[config.mk]
export PLATFORM = sky130hd
export DESIGN_NAME = word_loader_flat
export DESIGN_NICKNAME = d
export VERILOG_FILES = /design/src/rtl/word_loader_if.sv /design/src/rtl/word_loader.sv /design/src/flat_wrapper.sv
export SDC_FILE = /design/constraint.sdc
export NUM_CORES = 1
export LEC_CHECK = 0
export CORE_MARGIN = 5
export CORE_UTILIZATION = 50
export DETAILED_ROUTE_END_ITERATION = 8
export PLACE_DENSITY = 0.79
export SLEW_MARGIN = 20
export SYNTH_ARGS = -nofsm -noshare
export SYNTH_HDL_FRONTEND = slang
export SYNTH_SLANG_ARGS = --single-unit
[constraint.sdc]
create_clock -name clk -period 2.9 [get_ports clk]
set_clock_uncertainty 0.1 [all_clocks]
set_input_delay 0.435 -clock clk [delete_from_list [all_inputs] [get_ports clk]]
set_output_delay 0.435 -clock clk [all_outputs]
set_load 0.02 [all_outputs]
[src/rtl/word_loader_if.sv]
// word_loader_if: byte stream in, input SRAM write port,
// matcher control/status and result handshake of word_loader.
// Ports (signals):
//   in_valid/in_ready/in_data/in_last   character stream
//   mem_cs/mem_we/mem_addr/mem_din      input SRAM write
//   match_cs/match_done/match_found/match_addr_v  matcher
//   res_valid/res_ready/res_found/res_addr/
//   res_overflow/res_timeout            result handshake
// Modports: master = environment, slave = word_loader.
interface word_loader_if #(
   parameter int ADDR_WIDTH = 4,
   parameter int DATA_WIDTH = 8
);
   logic                  in_valid;
   logic                  in_ready;
   logic [DATA_WIDTH-1:0] in_data;
   logic                  in_last;

   logic                  mem_cs;
   logic                  mem_we;
   logic [ADDR_WIDTH-1:0] mem_addr;
   logic [DATA_WIDTH-1:0] mem_din;

   logic                  match_cs;
   logic                  match_done;
   logic                  match_found;
   logic [ADDR_WIDTH-1:0] match_addr_v;

   logic                  res_valid;
   logic                  res_ready;
   logic                  res_found;
   logic [ADDR_WIDTH-1:0] res_addr;
   logic                  res_overflow;
   logic                  res_timeout;

   modport master (
      output in_valid, in_data, in_last,
      output match_done, match_found, match_addr_v,
      output res_ready,
      input  in_ready,
      input  mem_cs, mem_we, mem_addr, mem_din,
      input  match_cs,
      input  res_valid, res_found, res_addr,
      input  res_overflow, res_timeout
   );

   modport slave (
      input  in_valid, in_data, in_last,
      input  match_done, match_found, match_addr_v,
      input  res_ready,
      output in_ready,
      output mem_cs, mem_we, mem_addr, mem_din,
      output match_cs,
      output res_valid, res_found, res_addr,
      output res_overflow, res_timeout
   );
endinterface

[src/rtl/word_loader.sv]
// word_loader: loads one null-terminated word into the input
// SRAM, runs the matcher on it and returns found/addr.
// Ports: clk, rst_n (async, active-low), bus (word_loader_if.slave)
//   stream in, SRAM write, matcher cs/status, result out.
module word_loader #(
   parameter int                    ADDR_WIDTH    = 4,
   parameter int                    DATA_WIDTH    = 8,
   parameter logic [ADDR_WIDTH-1:0] INPUT_BASE    = '0,
   parameter int                    MATCH_TIMEOUT = 1024
) (
   input  logic         clk,
   input  logic         rst_n,
   word_loader_if.slave bus
);

   typedef enum logic [1:0] {
      LOAD,
      TERM,
      MATCH,
      RESULT
   } state_t;

   localparam logic [ADDR_WIDTH-1:0] LEN_MAX = '1;
   localparam logic [15:0] TMO = 16'(MATCH_TIMEOUT);

   state_t                state_q, state_d;
   logic [ADDR_WIDTH-1:0] len_q, len_d;
   logic [15:0]           cnt_q, cnt_d;
   logic                  found_q, found_d;
   logic [ADDR_WIDTH-1:0] addr_q, addr_d;
   logic                  ovf_q, ovf_d;
   logic                  tmo_q, tmo_d;

   logic nz;
   logic full;

   assign nz   = (bus.in_data != '0);
   assign full = (len_q == LEN_MAX);

   always_ff @(posedge clk or negedge rst_n) begin
      if (!rst_n) begin
         state_q <= LOAD;
         len_q   <= '0;
         cnt_q   <= '0;
         found_q <= 1'b0;
         addr_q  <= '0;
         ovf_q   <= 1'b0;
         tmo_q   <= 1'b0;
      end else begin
         state_q <= state_d;
         len_q   <= len_d;
         cnt_q   <= cnt_d;
         found_q <= found_d;
         addr_q  <= addr_d;
         ovf_q   <= ovf_d;
         tmo_q   <= tmo_d;
      end
   end

   always_comb begin
      state_d      = state_q;
      len_d        = len_q;
      cnt_d        = cnt_q;
      found_d      = found_q;
      addr_d       = addr_q;
      ovf_d        = ovf_q;
      tmo_d        = tmo_q;
      bus.in_ready = 1'b0;
      bus.mem_cs   = 1'b0;
      bus.mem_we   = 1'b0;
      bus.mem_addr = INPUT_BASE + len_q;
      bus.mem_din  = {DATA_WIDTH{1'b0}};
      bus.match_cs = 1'b0;
      bus.res_valid = 1'b0;

      unique case (state_q)
         LOAD: begin
            bus.in_ready = 1'b1;
            if (bus.in_valid) begin
               // zero bytes would end the word early in SRAM
               if (nz && !full) begin
                  bus.mem_cs  = 1'b1;
                  bus.mem_we  = 1'b1;
                  bus.mem_din = bus.in_data;
                  len_d       = len_q + 1'b1;
               end else if (nz) begin
                  ovf_d = 1'b1;
               end
               if (bus.in_last) state_d = TERM;
            end
         end
         TERM: begin
            bus.mem_cs = 1'b1;
            bus.mem_we = 1'b1;
            cnt_d      = '0;
            if (len_q == '0) begin
               found_d = 1'b0;
               addr_d  = '0;
               state_d = RESULT;
            end else begin
               state_d = MATCH;
            end
         end
         MATCH: begin
            bus.match_cs = 1'b1;
            cnt_d        = cnt_q + 16'd1;
            if (bus.match_done) begin
               found_d = bus.match_found;
               addr_d  = bus.match_found ?
                         bus.match_addr_v : '0;
               state_d = RESULT;
            end else if (cnt_q + 16'd1 == TMO) begin
               found_d = 1'b0;
               addr_d  = '0;
               tmo_d   = 1'b1;
               state_d = RESULT;
            end
         end
         RESULT: begin
            bus.res_valid = 1'b1;
            if (bus.res_ready) begin
               len_d   = '0;
               cnt_d   = '0;
               found_d = 1'b0;
               addr_d  = '0;
               ovf_d   = 1'b0;
               tmo_d   = 1'b0;
               state_d = LOAD;
            end
         end
         default: state_d = LOAD;
      endcase
   end

   assign bus.res_found    = found_q;
   assign bus.res_addr     = addr_q;
   assign bus.res_overflow = ovf_q;
   assign bus.res_timeout  = tmo_q;

endmodule

[src/flat_wrapper.sv]
// flat-port wrapper written by rule: the top's interface ports become plain ports
module word_loader_flat 
#(
   parameter int                    ADDR_WIDTH    = 4,
   parameter int                    DATA_WIDTH    = 8,
   parameter logic [ADDR_WIDTH-1:0] INPUT_BASE    = '0,
   parameter int                    MATCH_TIMEOUT = 1024
)
  (clk, rst_n, bus_in_valid, bus_in_data, bus_in_last, bus_match_done, bus_match_found, bus_match_addr_v, bus_res_ready, bus_in_ready, bus_mem_cs, bus_mem_we, bus_mem_addr, bus_mem_din, bus_match_cs, bus_res_valid, bus_res_found, bus_res_addr, bus_res_overflow, bus_res_timeout);
  word_loader_if #(.ADDR_WIDTH(ADDR_WIDTH), .DATA_WIDTH(DATA_WIDTH)) bus_i ();
  input  logic clk;
  input  logic rst_n;
  input wire logic [$bits(bus_i.in_valid)-1:0] bus_in_valid;
  input wire logic [$bits(bus_i.in_data)-1:0] bus_in_data;
  input wire logic [$bits(bus_i.in_last)-1:0] bus_in_last;
  input wire logic [$bits(bus_i.match_done)-1:0] bus_match_done;
  input wire logic [$bits(bus_i.match_found)-1:0] bus_match_found;
  input wire logic [$bits(bus_i.match_addr_v)-1:0] bus_match_addr_v;
  input wire logic [$bits(bus_i.res_ready)-1:0] bus_res_ready;
  output wire logic [$bits(bus_i.in_ready)-1:0] bus_in_ready;
  output wire logic [$bits(bus_i.mem_cs)-1:0] bus_mem_cs;
  output wire logic [$bits(bus_i.mem_we)-1:0] bus_mem_we;
  output wire logic [$bits(bus_i.mem_addr)-1:0] bus_mem_addr;
  output wire logic [$bits(bus_i.mem_din)-1:0] bus_mem_din;
  output wire logic [$bits(bus_i.match_cs)-1:0] bus_match_cs;
  output wire logic [$bits(bus_i.res_valid)-1:0] bus_res_valid;
  output wire logic [$bits(bus_i.res_found)-1:0] bus_res_found;
  output wire logic [$bits(bus_i.res_addr)-1:0] bus_res_addr;
  output wire logic [$bits(bus_i.res_overflow)-1:0] bus_res_overflow;
  output wire logic [$bits(bus_i.res_timeout)-1:0] bus_res_timeout;
  assign bus_i.in_valid = bus_in_valid;
  assign bus_i.in_data = bus_in_data;
  assign bus_i.in_last = bus_in_last;
  assign bus_i.match_done = bus_match_done;
  assign bus_i.match_found = bus_match_found;
  assign bus_i.match_addr_v = bus_match_addr_v;
  assign bus_i.res_ready = bus_res_ready;
  assign bus_in_ready = bus_i.in_ready;
  assign bus_mem_cs = bus_i.mem_cs;
  assign bus_mem_we = bus_i.mem_we;
  assign bus_mem_addr = bus_i.mem_addr;
  assign bus_mem_din = bus_i.mem_din;
  assign bus_match_cs = bus_i.match_cs;
  assign bus_res_valid = bus_i.res_valid;
  assign bus_res_found = bus_i.res_found;
  assign bus_res_addr = bus_i.res_addr;
  assign bus_res_overflow = bus_i.res_overflow;
  assign bus_res_timeout = bus_i.res_timeout;
  word_loader #(.ADDR_WIDTH(ADDR_WIDTH), .DATA_WIDTH(DATA_WIDTH), .INPUT_BASE(INPUT_BASE), .MATCH_TIMEOUT(MATCH_TIMEOUT)) u_core (.clk(clk), .rst_n(rst_n), .bus(bus_i));
endmodule
==> results of run 1 <==
synth_stat cells, types with 3 or more instances:
master	instances
a21oi_1	5
or4_1	3
o21ai_0	20
nand2_1	29
and3_1	4
and2_1	8
inv_1	10
nor2_1	10
clkbuf_1	6
dfrtp_1	29
a31oi_1	5
a22o_1	13
nand2b_1	3
a21o_1	6
nor3_1	11
nand3_1	18
ha_1	9
buf_2	4
worst max-delay path: stages:
cell and delay [ns]:
clkdlybuf4s50_1 0.43, nor4_2 0.32, a21boi_0 0.17, and3_1 0.24, buf_4 0.16, and2_1 0.15
dlygate4sd2_1 0.33
sequential cells by signal (all words and copies together), names as in the netlist:
name,cells
u_core.bus.res_addr,4
u_core.bus.res_found,1
u_core.bus.res_overflow,1
u_core.bus.res_timeout,1
u_core.cnt_q,16
u_core.len_q,4
u_core.state_q,2
metal layers:
metal	global-route usage (%)	routed length [µm]	vias to the layer above
met5	0	0	-
met4	7.445	81	0
met3	4.378	191	5
met2	35.24	2601	35
met1	26.68	2322	929
li1	-	-	972
logic make-up (layout without fill, tap and decap cells):
logic type / Yosys count / in the layout / share of synthesized area, %
AO/OA/AOI/OAI: 63 / 63 / 22.84
adder cells (fa/ha/maj): 9 / 9 / 5.511
AND/OR/NAND/NOR: 104 / 104 / 28.35
XOR/XNOR: 1 / 1 / 0.4287
flip-flops: 29 / 29 / 35.52
buffers and inverters: 23 / 78 / 4.837
multiplexers: 4 / 4 / 2.511
power breakdown:
part | internal [mW] | leakage [nW] | total (mW) | switching [mW]
Sequential | 0.479 | 0.389 | 0.553 | 0.0740
Combinational | 0.469 | 0.808 | 1.08 | 0.609
Clock | 0.214 | 0.0542 | 0.375 | 0.161
Total | 1.16 | 1.25 | 2.01 | 0.844
per-stage QoR:
| stage | hold slack [ns] | area (µm²) | std cells | setup WS [ns] |
|---|---|---|---|---|
| 2_1_floorplan | 0.03941 | 2043 | 233 | 0.4329 |
| 3_3_place_gp | 0.3820 | 2600 | 330 | -0.03552 |
| 3_5_place_dp | 0.3925 | 2600 | 330 | -0.1569 |
| 4_1_cts | 0.4078 | 2701 | 338 | 0.1313 |
| 5_1_grt | 0.4374 | 2701 | 338 | 0.07136 |
| 6_report | 0.4046 | 2701 | 338 | 0.1271 |
path summary, 6_finish.rpt:
check,end,slack (ns)
max,bus_mem_din[7],0.13
min,u_core.bus.res_addr[3],0.40
max reg2reg,u_core.state_q[0],0.35
min reg2reg,u_core.bus.res_addr[3],0.40
max in group asynchronous,u_core.bus.res_addr[3],1.98
min in group asynchronous,u_core.len_q[0],0.44
area by class of cell:
| type | instances | area share, % |
|---|---|---|
| Multi-Input combinational cell | 181 | 45.58 |
| Clock inverter | 1 | 0.1853 |
| Clock buffer | 7 | 3.566 |
| Timing Repair Buffer | 60 | 20.10 |
| Tap cell | 50 | 2.316 |
| Sequential cell | 29 | 26.86 |
| Inverter | 10 | 1.390 |
repair_timing:
action / CTS / global route
hold buffers: 0 / 0
setup endpoints to repair: 10 / 0
gates resized for setup: 12 / 0
==> impl_results.md, run 1 <==
- Outcome: complete, no violations
- Ports: 43
- WL per Instance: 15.37 µm
- Worst setup path start: bus_in_data[1]
- Setup CP Type: in2out
- Starting Density: 51.45%
- Vias: 1941
- Clk_lat worst skew: 0.29 ns
- Detailed Route Iter0 Violations: 161
- Worst-path clk slew: 0.06 ns
- Maximum vdd drop: 0.5918 mV
- Slew Viols, Final: 0
- Post-synthesis sequential area ratio: 35.52%
- CTS tree: done
- Share of cells above drive strength 1: 14.58%
- Worst Min Path Start: u_core.bus.res_addr[3]
- Hold Path Stages: 1
- Ranking of synthesized cells by area: dfrtp_1 (36%), a22o_1 (5.6%), ha_1 (5.5%)
- Post-synth EDFFs: 0
- Vias in the first global route: 1883
- Most frequent cells in the layout: clkdlybuf4s50_1 (32), nand2_1 (29), dfrtp_1 (29), o21ai_0 (20)
- Crit start category: input port
- Synth unique cells: 46
- Nets: 315
- Worst Path Max Fanout: 4
- Ys async rst share: 100.0%
- Final setup vio count: 0
- Fillers: 351
- Max Clk Rate: 0.3606 GHz
- Multi-input logic area: 1231 µm²
- Grt total ovfl: 0
- Layout area overhead: 32.21%
- TNS Setup: 0 ns
- First-pass GRT wire length: 8.783 mm
- Worst Tran Pin Value: 0.6151 ns
- Pleak: 1.250 nW
- Avg Cell Area, Syn: 8.769 µm²
- Full die area: 5465 µm²
- Reg-to-Reg Start: u_core.cnt_q[4]
- Total GRT Usage: 20.99%
- Max Cap Viol: 0
- Synth Warn #: 0
- Hold WC Path Type: reg2reg
- DP HPWL: 3.890 mm
- Clock root cell: clkbuf_8
- Row Count: 23
- CP Data Arrival Time: 2.24 ns
- Worst rel slew slack: 58.75%
- Clk sink count: 29
- Depth of the CTS H-tree: 2
- Largest net degree at the start of global routing: 30
- Detailed Routing Iterations Pass 1: 4
- Final period utilization: 95.62%
- Synthesized flop and latch total: 29
- Postcts setup bufs: 0
- RD Place Congestion: 0.8366
- Die X: 73.93 µm
- Drt drc: 0
- Number of I/O port buffers: 42
- Final Hold Viols: 0
- WL final: 5.196 mm
- Die height: 73.93 µm
- Power Density: 742.8 nW/µm²
- # diodes: 0
- Worst Setup End Kind: primary output
- Reg2Reg Depth: 8
- Synth top area share: 35.52%
- Drt via density: 5.743
- Post-DRT Antenna Nets: 0
- Num CTS Buffers: 5
- Most common cell after layout, fill and taps aside: clkdlybuf4s50_1
- Area taken by flip-flops and latches: 725.7 µm²
- Total Power: 2.007 mW
- Cell taking the most area after synthesis: dfrtp_1
- Initial antenna violation count: 0
- CORE AREA: 3971 µm²
- Post-Syn Instances: 233
- Post-synth net total: 261
- Min cycle time layout: 2.773 ns
- Worst Path Required: 2.37 ns
- Post-layout util: 68.02%
- Ys flop type: dfrtp_1
- RSZ-0062 raised after global routing: false
- Mapped Area: 2043 µm²
- Clock Path Buffers: 2
Power figures use the tool's default switching activity.
==> inputs of run 2 (changes only) <==
--- a/config.mk
+++ b/config.mk
@@ -5,8 +5,10 @@
 export SDC_FILE = /design/constraint.sdc
 export NUM_CORES = 1
 export LEC_CHECK = 0
-export CORE_MARGIN = 5
-export CORE_UTILIZATION = 50
+export CELL_PAD_IN_SITES_DETAIL_PLACEMENT = 0
+export CELL_PAD_IN_SITES_GLOBAL_PLACEMENT = 2
+export CORE_MARGIN = 4
+export CORE_UTILIZATION = 30
 export DETAILED_ROUTE_END_ITERATION = 8
 export PLACE_DENSITY = 0.79
 export SLEW_MARGIN = 20
==> run 2 against run 1 <==
Against the previous run: worst hold slack got worse by 0.0032 ns; clock-buffer cell count is 1 lower; core utilization down 27 points; critical path depth is the same; critical path type unchanged; non-clock buffer count decreased by 2; die area rose by 50%; global-route usage fell by 7.1 points; largest power group unchanged.
==> impl_results.md, run 2 (same netlist as run 1, synthesis figures left out) <==
- Finished Cell Area: 2689 µm² (-0.46%)
- Max Cap Viol: 0 (unchanged)
- Setup crit end: bus_mem_din[1]
- Nets: 313 (-0.63%)
- Clk_lat worst skew: 0.29 ns (about the same)
- Final Hold Viols: 0 (unchanged)
- Clk sink count: 29 (unchanged)
- Power Density: 718.9 nW/µm² (-3.2%)
- Outcome: complete, no violations
- Number of I/O port buffers: 42 (unchanged)
- Hold Path Stages: 1 (unchanged)
- Total GRT Usage: 13.90% (-7.1 points)
- Clock root cell: clkbuf_8
- Max Clk Rate: 0.3715 GHz (+3.0%)
- Final setup vio count: 0 (unchanged)
- RSZ-0062 raised after global routing: false
- Reg-to-Reg Start: u_core.cnt_q[4]
- Detailed Route Iter0 Violations: 48 (-70%)
- Post-CTS Resized: 10 (-2)
- Worst Setup End Kind: primary output
- CP Data Arrival Time: 2.16 ns (-0.08 ns)
- Slowest cell on the critical path: clkdlybuf4s50_1
- Detailed Routing Iterations Pass 1: 4 (unchanged)
- WL per Instance: 14.68 µm (-4.5%)
- Die X: 90.53 µm (+22%)
- Worst setup path start: bus_in_data[1]
- Clock Path Buffers: 2 (unchanged)
- Comb pwr share: 54.1% (+0.4 points)
- Pleak: 1.230 nW (-1.6%)
- Row Count: 29 (+26%)
- Vias: 1875 (-3.4%)
- Cells along the critical path: clkdlybuf4s50_1, nor4_1, a21boi_0, and3_1, buf_4, and2_1, dlygate4sd2_1
- Depth of the CTS H-tree: 2 (unchanged)
- First-pass GRT wire length: 9.328 mm (+6.2%)
- Layout area overhead: 31.60%
- Worst Path Max Fanout: 8 (+4)
- Slew Viols, Final: 0 (unchanged)
- Min cycle time layout: 2.692 ns (-0.08118 ns)
- Internal power: 1.092 mW (-6.1%)
- CP Depth: 7 (unchanged)
- Max incr delay on CP: 0.41 ns (-0.02 ns)
- WL final: 5.328 mm (+2.5%)
- Post-DRT Antenna Nets: 0 (unchanged)
- Worst Path Buf+Inv: 3 (unchanged)
- Setup CP Type: in2out
- Fin worst setup slack: 0.2083 ns (+0.08118 ns)
- CORE AREA: 6495 µm² (+64%)
- Starting Density: 31.46% (-20 points)
- Hold WC Path Type: reg2reg
- Pre-CTS setup slack: -0.01788 ns (+0.1390 ns)
- # diodes: 0 (unchanged)
- Num CTS Buffers: 5 (unchanged)
- Crit start category: input port
- Cell area after placement: 2619 µm² (+0.72%)
- Die height: 90.53 µm (+22%)
- Final period utilization: 92.82% (-2.8 points)
- RD Place Congestion: 0.7271 (-13%)
- Drt drc: 0 (unchanged)
- Max reg flops: 16 (unchanged)
- Vias in the first global route: 1846 (-2.0%)
- Worst Hold Margin: 0.4014 ns (-0.003203 ns)
- Maximum vdd drop: 0.4198 mV (-29%)
- Worst Tran Pin Value: 0.4266 ns (-0.1885 ns)
- Clock share of power: 17.2% (-1.5 points)
- Worst reg-to-reg setup slack: 0.34 ns (about the same)
- Grt total ovfl: 0 (unchanged)
- Most frequent cells in the layout: clkdlybuf4s50_1 (32), nand2_1 (29), dfrtp_1 (29), o21ai_0 (20), nand3_1 (18)
- Postcts setup bufs: 0 (unchanged)
- CTS Hold Bufs: 0 (unchanged)
- Ports: 43 (unchanged)
- Biggest register: u_core.cnt_q
- Drt via density: 5.165 (-10%)
- CTS tree: done
- Worst-path clk slew: 0.06 ns (about the same)
- DP HPWL: 3.866 mm (-0.62%)
- Reg2Reg Depth: 7 (-1)
- Largest net degree at the start of global routing: 30 (unchanged)
- Full die area: 8195 µm² (+50%)
- Worst Path Required: 2.37 ns (about the same)
- RR Endpoint: u_core.state_q[1]
- Largest delay share family, worst path: buffers and inverters
- Sw frac: 43.51% (+1.5 points)
- Sequential share of power: 28.8% (+1.2 points)
- Worst rel slew slack: 71.32% (+13 points)
- Sw power: 841.0 µW (-0.31%)
- Initial antenna violation count: 0 (unchanged)
- Share of cells above drive strength 1: 12.94% (-1.6 points)
- Most common cell after layout, fill and taps aside: clkdlybuf4s50_1
[run 2: cell types whose count changed in the layout (fill, tap and decap cells not counted)]
cell	before	now
buf_4	18	16
nor4_1	0	2
clkbuf_1	0	1
clkinv_2	1	2
clkbuf_8	7	5
nor4_2	2	0
[run 2: how the worst min path moves through the flow]
stage                           start                endpoint  slack [ns]
2_1_floorplan                   rst_n  u_core.bus.res_addr[0]        0.04
6_report       u_core.bus.res_addr[2]  u_core.bus.res_addr[2]        0.40
4_1_cts        u_core.bus.res_addr[2]  u_core.bus.res_addr[2]        0.41
3_3_place_gp          u_core.cnt_q[1]         u_core.cnt_q[1]        0.39
3_5_place_dp   u_core.bus.res_addr[2]  u_core.bus.res_addr[2]        0.38
5_1_grt        u_core.bus.res_addr[0]  u_core.bus.res_addr[0]        0.42
[run 2: per-layer routing]
metal | GRT usage (%) | share of wire [%] | vias up
li1 | - | - | 959
met1 | 18.69 | 48 | 881
met2 | 21.56 | 47 | 30
met3 | 2.833 | 3.7 | 5
met4 | 5.867 | 1.4 | 0
met5 | 0 | 0 | -
[run 2: layout make-up]
type                    count  area, µm²
fillers                   642       3806
multi-input cells         181       1219
flip-flops and latches     29      725.7
repair buffers             58      528.0
well taps                  77      96.34
clock buffers               6      72.57
inverters                  10      37.54
clock inverters             2      10.01
[run 2: power by group through the flow]
stage / Combinational (mW) / Clock, mW / Sequential [mW]
after floorplan: 0.576 / 0 / 0.616
after global placement: 1.08 / 0 / 0.563
after detailed placement: 1.08 / 0 / 0.565
after CTS: 1.06 / 0.349 / 0.557
after global routing: 1.15 / 0.369 / 0.567
final: 1.05 / 0.332 / 0.556
[run 2: through the flow]
step	TNS [ns]	utilization [%]	power [mW]	instances
2_1_floorplan	0	-	1.193	233
3_3_place_gp	0	40.32	1.644	355
3_5_place_dp	-0.1302	40.32	1.650	355
4_1_cts	0	41.40	1.970	363
5_1_grt	0	41.40	2.090	363
6_report	0	41.40	1.933	363
